## src/rtl/sort_input_loader.sv

```systemverilog
// Operand buffer in front of the sort engine: fills from a valid/ready stream, lends the
// buffer to the sort datapath while it runs, then drains the result in address order.
module sort_input_loader #(
    parameter int unsigned DATA_W = 8,
    parameter int unsigned DEPTH  = 9,
    parameter int unsigned ADDR_W = 4
) (
    input  logic              clk,
    input  logic              rst_n,
    input  logic [DATA_W-1:0] in_data_i,
    input  logic              in_valid_i,
    output logic              in_ready_o,
    input  logic              flush_i,
    output logic              start_o,
    input  logic              sort_done_i,
    input  logic [ADDR_W-1:0] rd_addr_i,
    output logic [DATA_W-1:0] rd_data_o,
    input  logic              wr_en_i,
    input  logic [ADDR_W-1:0] wr_addr_i,
    input  logic [DATA_W-1:0] wr_data_i,
    output logic [DATA_W-1:0] out_data_o,
    output logic              out_valid_o,
    input  logic              out_ready_i,
    output logic [ADDR_W-1:0] count_o,
    output logic              busy_o
);

    typedef enum logic [1:0] {StFill, StLaunch, StSort, StDrain} state_e;

    localparam logic [ADDR_W-1:0] DepthW  = ADDR_W'(DEPTH);
    localparam logic [ADDR_W-1:0] LastIdx = ADDR_W'(DEPTH - 1);
    localparam logic [ADDR_W-1:0] OneW    = ADDR_W'(1);

    state_e            r_state, w_state_d;
    logic [ADDR_W-1:0] r_count, w_count_d;
    logic [ADDR_W-1:0] r_ptr, w_ptr_d;
    logic [DATA_W-1:0] r_buf [DEPTH];

    logic              w_buf_we;
    logic [ADDR_W-1:0] w_buf_waddr;
    logic [DATA_W-1:0] w_buf_wdata;

    always_comb begin
        w_state_d   = r_state;
        w_count_d   = r_count;
        w_ptr_d     = r_ptr;
        in_ready_o  = 1'b0;
        start_o     = 1'b0;
        out_valid_o = 1'b0;
        out_data_o  = '0;
        count_o     = DepthW;
        busy_o      = 1'b1;
        w_buf_we    = 1'b0;
        w_buf_waddr = r_count;
        w_buf_wdata = in_data_i;

        unique case (r_state)
            StFill: begin
                busy_o     = 1'b0;
                count_o    = r_count;
                in_ready_o = !flush_i;
                if (in_valid_i && !flush_i) begin
                    w_buf_we = 1'b1;
                    if (r_count == LastIdx) begin
                        w_state_d = StLaunch;
                        w_count_d = '0;
                    end else begin
                        w_count_d = r_count + OneW;
                    end
                end
            end
            StLaunch: begin
                // sort_done_i may still be high from the previous job, so it is not looked at here
                start_o   = !flush_i;
                w_state_d = StSort;
            end
            StSort: begin
                if (wr_en_i && (wr_addr_i < DepthW)) begin
                    w_buf_we    = 1'b1;
                    w_buf_waddr = wr_addr_i;
                    w_buf_wdata = wr_data_i;
                end
                if (sort_done_i) begin
                    w_state_d = StDrain;
                    w_ptr_d   = '0;
                end
            end
            StDrain: begin
                out_valid_o = 1'b1;
                out_data_o  = r_buf[r_ptr];
                count_o     = DepthW - r_ptr;
                if (out_ready_i) begin
                    if (r_ptr == LastIdx) begin
                        w_state_d = StFill;
                        w_ptr_d   = '0;
                        w_count_d = '0;
                    end else begin
                        w_ptr_d = r_ptr + OneW;
                    end
                end
            end
            default: w_state_d = StFill;
        endcase

        // Abort overrides everything; the buffer contents are left as they are
        if (flush_i) begin
            w_state_d = StFill;
            w_count_d = '0;
            w_ptr_d   = '0;
        end
    end

    always_ff @(posedge clk or negedge rst_n) begin
        if (!rst_n) begin
            r_state <= StFill;
            r_count <= '0;
            r_ptr   <= '0;
        end else begin
            r_state <= w_state_d;
            r_count <= w_count_d;
            r_ptr   <= w_ptr_d;
        end
    end

    always_ff @(posedge clk or negedge rst_n) begin
        if (!rst_n) begin
            r_buf <= '{default: '0};
        end else if (w_buf_we) begin
            r_buf[w_buf_waddr] <= w_buf_wdata;
        end
    end

    assign rd_data_o = (rd_addr_i < DepthW) ? r_buf[rd_addr_i] : '0;

endmodule

```

## config.mk

```make
export PLATFORM = sky130hd
export DESIGN_NAME = sort_input_loader
export DESIGN_NICKNAME = d
export VERILOG_FILES = /design/src/rtl/sort_input_loader.sv
export SDC_FILE = /design/constraint.sdc
export NUM_CORES = 1
export LEC_CHECK = 0
export CAP_MARGIN = 20
export CORE_ASPECT_RATIO = 0.75
export CORE_MARGIN = 2
export CORE_UTILIZATION = 62
export CTS_CLUSTER_DIAMETER = 120
export CTS_CLUSTER_SIZE = 16
export DETAILED_ROUTE_END_ITERATION = 8
export HOLD_SLACK_MARGIN = 0.03
export PLACE_DENSITY = 0.95
export RECOVER_POWER = 50
export SLEW_MARGIN = 15
export SYNTH_ARGS = -nofsm -noshare
export SYNTH_HDL_FRONTEND = slang
export SYNTH_SLANG_ARGS = --single-unit
```

## constraint.sdc

```tcl
create_clock -name clk -period 4.2 [get_ports clk]
set_input_delay 1.05 -clock clk [delete_from_list [all_inputs] [get_ports clk]]
set_output_delay 1.05 -clock clk [all_outputs]
set_load 0.1 [all_outputs]
```

==> results of run 1 <==
-- kinds of logic after synthesis --
logic type | count (synthesis)
multiplexers | 132
flip-flops | 82
AND/OR/NAND/NOR | 85
buffers and inverters | 36
XOR/XNOR | 1
AO/OA/AOI/OAI | 82
adder cells (fa/ha/maj) | 10
-- worst max path at each step --
stage / from / to / slack, ns / cells past startpoint
2_1_floorplan: r_state[0]$_DFFE_PN0P_ / count_o[0] / -0.56 / 3
3_3_place_gp: rd_addr_i[0] / rd_data_o[5] / 0.40 / 6
3_5_place_dp: rd_addr_i[0] / rd_data_o[5] / 0.37 / 6
4_1_cts: rd_addr_i[0] / rd_data_o[5] / 0.35 / 6
5_1_grt: rd_addr_i[0] / rd_data_o[5] / 0.29 / 6
6_report: rd_addr_i[0] / rd_data_o[5] / 0.33 / 6
-- registers in the layout, indices dropped and copies added (netlist names) --
register  cells
r_ptr         4
r_count       4
r_state       2
r_buf        72
-- through the flow --
stage / instance area, sq um / TNS (ns) / setup slack (ns) / power (mW) / cells
6_report: 6142 / 0 / 0.3297 / 4.183 / 591
5_1_grt: 6142 / 0 / 0.2897 / 4.349 / 591
4_1_cts: 6148 / 0 / 0.3456 / 4.164 / 590
3_5_place_dp: 5914 / 0 / 0.3741 / 3.452 / 574
3_3_place_gp: 5914 / 0 / 0.4035 / 3.347 / 574
2_1_floorplan: 5112 / -1.330 / -0.5621 / 2.888 / 428
-- power breakdown --
part | leakage, nW | switching, mW | internal (mW)
Sequential | 1.03 | 0.312 | 1.13
Combinational | 1.37 | 1.18 | 0.880
Clock | 0.115 | 0.318 | 0.359
Total | 2.52 | 1.81 | 2.37
-- layer usage --
metal,global-route usage (%),share of wire [%],vias to the layer above
met2,57.63,49,240
met1,41.52,39,2051
met3,8.163,8.1,67
met5,0,0,-
met4,17.44,3.5,0
li1,-,-,1738
-- worst max-delay path: cells and delay by family --
family	cells	cell delay, ns
compound gates	1	0.15
buf+inv	3	0.92
mux	2	0.70
-- layout make-up --
type / instances / area [sq um]
multi-input combinational: 310 / 2910
sequential: 82 / 2052
fill: 493 / 1775
timing repair buffer: 66 / 769.5
clock buffer: 10 / 137.6
tap: 105 / 131.4
clock inverter: 6 / 96.34
inverter: 12 / 45.04
-- cell usage in the layout, fill, tap and decap left out, types with 2 or more instances in the layout --
cell type,n
mux2_2,97
dfrtp_1,82
nand2_1,30
clkdlybuf4s50_1,28
mux2i_1,19
nor2b_1,17
buf_12,17
mux4_2,16
buf_4,15
inv_1,11
o21ai_0,11
a211oi_1,10
ha_1,10
clkbuf_8,10
o211ai_1,9
a32o_1,9
a31oi_1,8
nor2_1,7
o21ai_2,7
a21oi_1,6
nand4_1,5
nand2b_1,3
and3_1,3
nand3b_1,3
nand3_1,3
a211oi_4,3
clkbuf_1,3
nor4b_2,2
a22oi_1,2
nor3_1,2
a21o_1,2
o221ai_1,2
a22o_1,2
bufinv_16,2
inv_6,2
dlygate4sd3_1,2
==> flow_summary.json, run 1 <==
{
  "synth_area_sq_mm": 0.005086,
  "finalWeightedCongestion": 0.8780,
  "synth-edff-count": 0,
  "async_reset_ff_share_pct": 100.0,
  "start_util_pct": 64.24,
  "yosysWarnings": 0,
  "end_kind": "output pin",
  "power.density_mw_per_mm2": 681.0,
  "drt_iter0_drc": 330,
  "chipWidth_um": 108.6,
  "fin_hold_ws_ns": 0.5348,
  "slowest_delay_ns": 0.53,
  "clockBufferDepth": 2,
  "wl_um": 14240,
  "root_buffer": "clkbuf_8",
  "core_area_sq_mm": 0.007918,
  "setup_viol": 0,
  "critical_path.slowest_cell": "mux4_2",
  "synthMuxAreaShare_pct": 32.30,
  "rsz0062_at_grt": "no",
  "cts-resized-gates": 0,
  "num_rows": 28,
  "path_clk_slew_ns": 0.09,
  "clkSinkCount": 82,
  "relSlewSlack_pct": -8.234,
  "skew_ns": 0.008260,
  "maxSlewViolCount": 68,
  "detailed_place_hpwl_um": 8883,
  "cts_made_buffers": 9,
  "period_minus_slack_ns": 3.870,
  "hold_buffers": 0,
  "yosysMostFrequentCell": "mux2_2",
  "fmax_mhz": 258.4,
  "vdd_drop_max_mv": 0.4672,
  "synth_compound_area_share_pct": 12.40,
  "ant_nets": 0,
  "worst_pin_slew_ns": 1.624,
  "grt_pass1_wl_um": 22220,
  "tritoncts": "done",
  "wire_per_inst_um": 24.09,
  "die_h_um": 82.44,
  "final_core_util_pct": 77.58,
  "grt_max_degree": 83,
  "finalCritPeriodShare_pct": 92.15,
  "grt_usage_pct": 34.13,
  "grt_pass1_vias": 4157,
  "clkLatencyLatePin_ns": 0.37,
  "r2r_end": "r_buf[8]$_DFFE_PN0P_",
  "yosysTopAreaCellShare_pct": 40.34,
  "r2r_cells": 6,
  "viasPerCell": 6.931,
  "cp_max_fo": 17,
  "ys_ff_latch": 82,
  "drive_above_1_share_pct": 37.24,
  "synth_top_family_by_area": "multiplexers",
  "antennaDiodeCount": 0,
  "synth-simple-area-share_pct": 9.373,
  "synthCells": 428,
  "portBuffers": 54,
  "io_pins": 55,
  "antenna_found_initial": 0,
  "outcome": "complete, but fails checks",
  "worstHoldStart": "r_buf[49]$_DFFE_PN0P_",
  "post-cts-setup-buffers": 0,
  "r2r_start": "r_state[1]$_DFFE_PN0P_",
  "die-area_sq_mm": 0.008952,
  "hp-class": "flip-flop to flip-flop",
  "firstDrtPassIters": 5,
  "cap_violations": 1,
  "cp-start-kind": "input pin",
  "nets": 522,
  "synth_xor_area_share_pct": 0.1722,
  "synth_common_cells": "mux2_2 (97), dfrtp_1 (82), nand2_1 (30)",
  "syn_avg_cell_area_sq_um": 11.88,
  "synth_nets": 469,
  "vias": 4096,
  "synth.largest_area_cell": "dfrtp_1",
  "p_leak_nw": 2.520,
  "synth_cell_types": 52,
  "reg2reg_slack_ns": 1.52,
  "violations": "max-capacitance violations, max-slew violations",
  "drc": 0,
  "finalHoldViolations": 0,
  "synthFlopType": "dfrtp_1",
  "synthTopCellsByArea": "dfrtp_1 (40%), mux2_2 (21%), mux4_2 (7.1%)",
  "worst_path_most_repeated_cell": "buf_12",
  "htreeDepth": 3,
  "setup.worst_path.class": "input pin to output pin",
  "whs_endpoint": "r_buf[49]$_DFFE_PN0P_",
  "ys_seq_area_share_pct": 40.34,
  "whs_path_depth": 1,
  "critPathArrivalTime_ns": 2.82,
  "grt_overflow": 0,
  "syn_to_final_growth_pct": 20.76,
  "synth_fa_ha_area_share_pct": 2.460,
  "worstPathCellList": "clkdlybuf4s50_1 > buf_12 > mux4_2 > mux2i_1 > o21ai_1 > buf_12",
  "required_ns": 3.15
}
Note: power is estimated with default switching activity, not from simulation.
==> run 2: changes to the inputs <==
ABC_AREA = 1   (was default)
==> flow_summary.json, run 2 <==
{
  "whs_path_depth": 2,
  "cap_violations": 1,
  "clkSinkCount": 82,
  "intPower_mw": 2.036,
  "grt_pass1_vias": 5454,
  "hp-class": "flip-flop to flip-flop",
  "p_leak_nw": 3.063,
  "critical_path.slowest_cell": "clkdlybuf4s50_1",
  "yosysMostFrequentCell": "nand2_1",
  "critical_path.top_delay_family": "buffers and inverters",
  "worst_pin_slew_ns": 1.889,
  "comb_power_share_pct": 47.5,
  "start_util_pct": 63.67,
  "synth.largest_area_cell": "dfrtp_1",
  "ys_ff_latch": 82,
  "post-cts-setup-buffers": 0,
  "fmax_mhz": 264.9,
  "syn_to_final_growth_pct": 17.41,
  "power.total_mw": 4.036,
  "firstDrtPassIters": 9,
  "slowest_delay_ns": 0.66,
  "clockBufferDepth": 2,
  "setup_ws_ns": 0.4253,
  "final_cell_area_sq_mm": 0.006294,
  "portBuffers": 54,
  "num_rows": 29,
  "critPathBufInv": 3,
  "outcome": "complete, but fails checks",
  "synth_nets": 800,
  "finalWeightedCongestion": 1.059,
  "cp-start-kind": "input pin",
  "synthFlopType": "dfrtp_1",
  "top_regs": "r_buf (72), r_count (4), r_ptr (4)",
  "ant_nets": 0,
  "regMostFlops": "r_buf",
  "die_h_um": 84.53,
  "yosysTopAreaCellShare_pct": 38.28,
  "setup_viol": 0,
  "finalCritPeriodShare_pct": 89.87,
  "die-area_sq_mm": 0.009413,
  "yosysWarnings": 0,
  "vias": 5898,
  "hold_buffers": 0,
  "whs_endpoint": "r_buf[13]$_DFFE_PN0P_",
  "final_common_cell": "nand2_1",
  "violations": "design-rule violations, max-capacitance violations, max-slew violations",
  "fin_hold_ws_ns": 0.4769,
  "finalHoldViolations": 0,
  "chipWidth_um": 111.4,
  "grt_pass1_wl_um": 27380,
  "finalSetupTns_ns": 0,
  "skew_ns": 0.009040,
  "io_pins": 55,
  "layout_common_cells": "nand2_1 (253), nand3_1 (152), dfrtp_1 (82)",
  "synth_area_sq_mm": 0.005360,
  "grt_usage_pct": 36.58,
  "grt_overflow": 0,
  "end_kind": "output pin",
  "nets": 838,
  "synth_cell_types": 32,
  "maxSlewViolCount": 37,
  "htreeDepth": 3,
  "drive_above_1_share_pct": 10.10,
  "period_minus_slack_ns": 3.775,
  "r2r_end": "r_buf[16]$_DFFE_PN0P_",
  "fill_cells": 604,
  "worstPathCellList": "clkdlybuf4s50_1 > buf_4 > a21oi_1 > o21ai_0 > nand3_1 > nand3_1 > nand2_1 > buf_12",
  "cts-resized-gates": 0,
  "cp_max_fo": 10,
  "p_sw_share_pct": 49.54,
  "cts_made_buffers": 9,
  "power_frac_seq_pct": 32.5,
  "power.density_mw_per_mm2": 641.2,
  "path_clk_slew_ns": 0.06,
  "reg2reg_slack_ns": 1.49,
  "r2r_cells": 12,
  "r2r_start": "r_state[0]$_DFFE_PN0P_",
  "dpl_cell_area_sq_mm": 0.005992,
  "required_ns": 3.15,
  "wire_per_inst_um": 18.67,
  "ys_seq_area_share_pct": 38.28,
  "synthTopCellsByArea": "dfrtp_1 (38%), nand2_1 (18%), nand3_1 (14%)",
  "antenna_found_initial": 0,
  "grt_max_degree": 83,
  "worst_path_most_repeated_cell": "nand3_1",
  "rsz0062_at_grt": "no",
  "critPathArrivalTime_ns": 2.72,
  "drt_iter0_drc": 1026,
  "antennaDiodeCount": 0,
  "p_switching_mw": 1.999,
  "wl_um": 16990,
  "viasPerCell": 6.481,
  "drc": 8,
  "synth_common_cells": "nand2_1 (253), nand3_1 (152), dfrtp_1 (82)",
  "relSlewSlack_pct": -25.91,
  "tritoncts": "done",
  "pre_cts_ws_ns": 0.5208,
  "syn_avg_cell_area_sq_um": 7.062,
  "root_buffer": "clkbuf_16",
  "vdd_drop_max_mv": 0.4168,
  "setup.worst_path.class": "input pin to output pin",
  "core_area_sq_mm": 0.008418,
  "power_frac_clock_pct": 20.0,
  "detailed_place_hpwl_um": 11510,
  "worstHoldStart": "r_buf[13]$_DFFE_PN0P_",
  "clkLatencyLatePin_ns": 0.34,
  "synth-edff-count": 0,
  "async_reset_ff_share_pct": 100.0,
  "largest_reg_flops": 72,
  "synthCells": 759
}
[run 2: cell types whose count changed after synthesis, moves of 10 or more]
cell	delta
nand3_1	+149
mux2_2	-97
nand2_1	+223
inv_1	+37
nor2b_1	-17
a211oi_1	-10
a21oi_1	+32
mux2i_1	-19
nor2_1	+19
o21ai_0	+20
o211ai_1	+19
mux4_2	-16
[run 2: area by class of cell]
type / instances / area [sq um] / area share, %
Multi-Input combinational cell: 585 / 2918 / 46.36
Sequential cell: 82 / 2052 / 32.60
Timing Repair Buffer: 66 / 685.7 / 10.89
Clock buffer: 10 / 239.0 / 3.797
Inverter: 53 / 198.9 / 3.161
Tap cell: 108 / 135.1 / 2.147
Clock inverter: 6 / 65.06 / 1.034
[run 2: stage by stage]
stage / util [%] / instances
floorplan: - / 759
global placement: 71.18 / 893
detailed placement: 71.18 / 893
CTS: 74.79 / 909
global route: 74.76 / 910
finish: 74.76 / 910
[run 2: worst reg2reg max path: cells and delay by family, from the launching register on]
| family | cells | cell delay (ns) |
|---|---|---|
| fa+ha+maj | 1 | 0.24 |
| flops | 1 | 0.39 |
| buf+inv | 3 | 0.25 |
| simple gates | 8 | 1.71 |
[run 2: power groups by stage]
stage | sequential (mW) | combinational [mW] | clock (mW)
5_1_grt | 1.33 | 2.05 | 0.834
3_5_place_dp | 1.29 | 1.84 | 0
2_1_floorplan | 1.21 | 1.43 | 0
4_1_cts | 1.29 | 1.87 | 0.803
6_report | 1.31 | 1.92 | 0.808
3_3_place_gp | 1.28 | 1.78 | 0
[run 2: kinds of logic after synthesis]
logic type | Yosys count | synth area share [%]
AO/OA/AOI/OAI | 111 | 12.23
XOR/XNOR | 1 | 0.1634
adder cells (fa/ha/maj) | 10 | 2.334
AND/OR/NAND/NOR | 463 | 39.59
buffers and inverters | 92 | 7.400
flip-flops | 82 | 38.28
[run 2: worst max path at each step]
stage / start / end / slack [ns] / cells past startpoint
after global placement: rd_addr_i[0] / rd_data_o[3] / 0.60 / 10
final: rd_addr_i[1] / rd_data_o[2] / 0.43 / 8
after global routing: rd_addr_i[0] / rd_data_o[7] / 0.34 / 8
after floorplan: r_state[1]$_DFFE_PN0P_ / count_o[0] / 0.005 / 4
after CTS: rd_addr_i[0] / rd_data_o[3] / 0.52 / 10
after detailed placement: rd_addr_i[0] / rd_data_o[3] / 0.52 / 10
[run 2: routing by layer]
layer	track usage [%]	vias up	wire length [um]
li1	-	2607	-
met1	48.99	2664	6313
met2	55.82	521	7355
met3	11.41	106	2632
met4	15.15	0	689
met5	0	-	0
==> run 3: changes to the inputs <==
HOLD_SLACK_MARGIN = 0.15   (was 0.03)
==> results of run 3 <==
Final layout, timing and power as in run 2 (identical DEF).
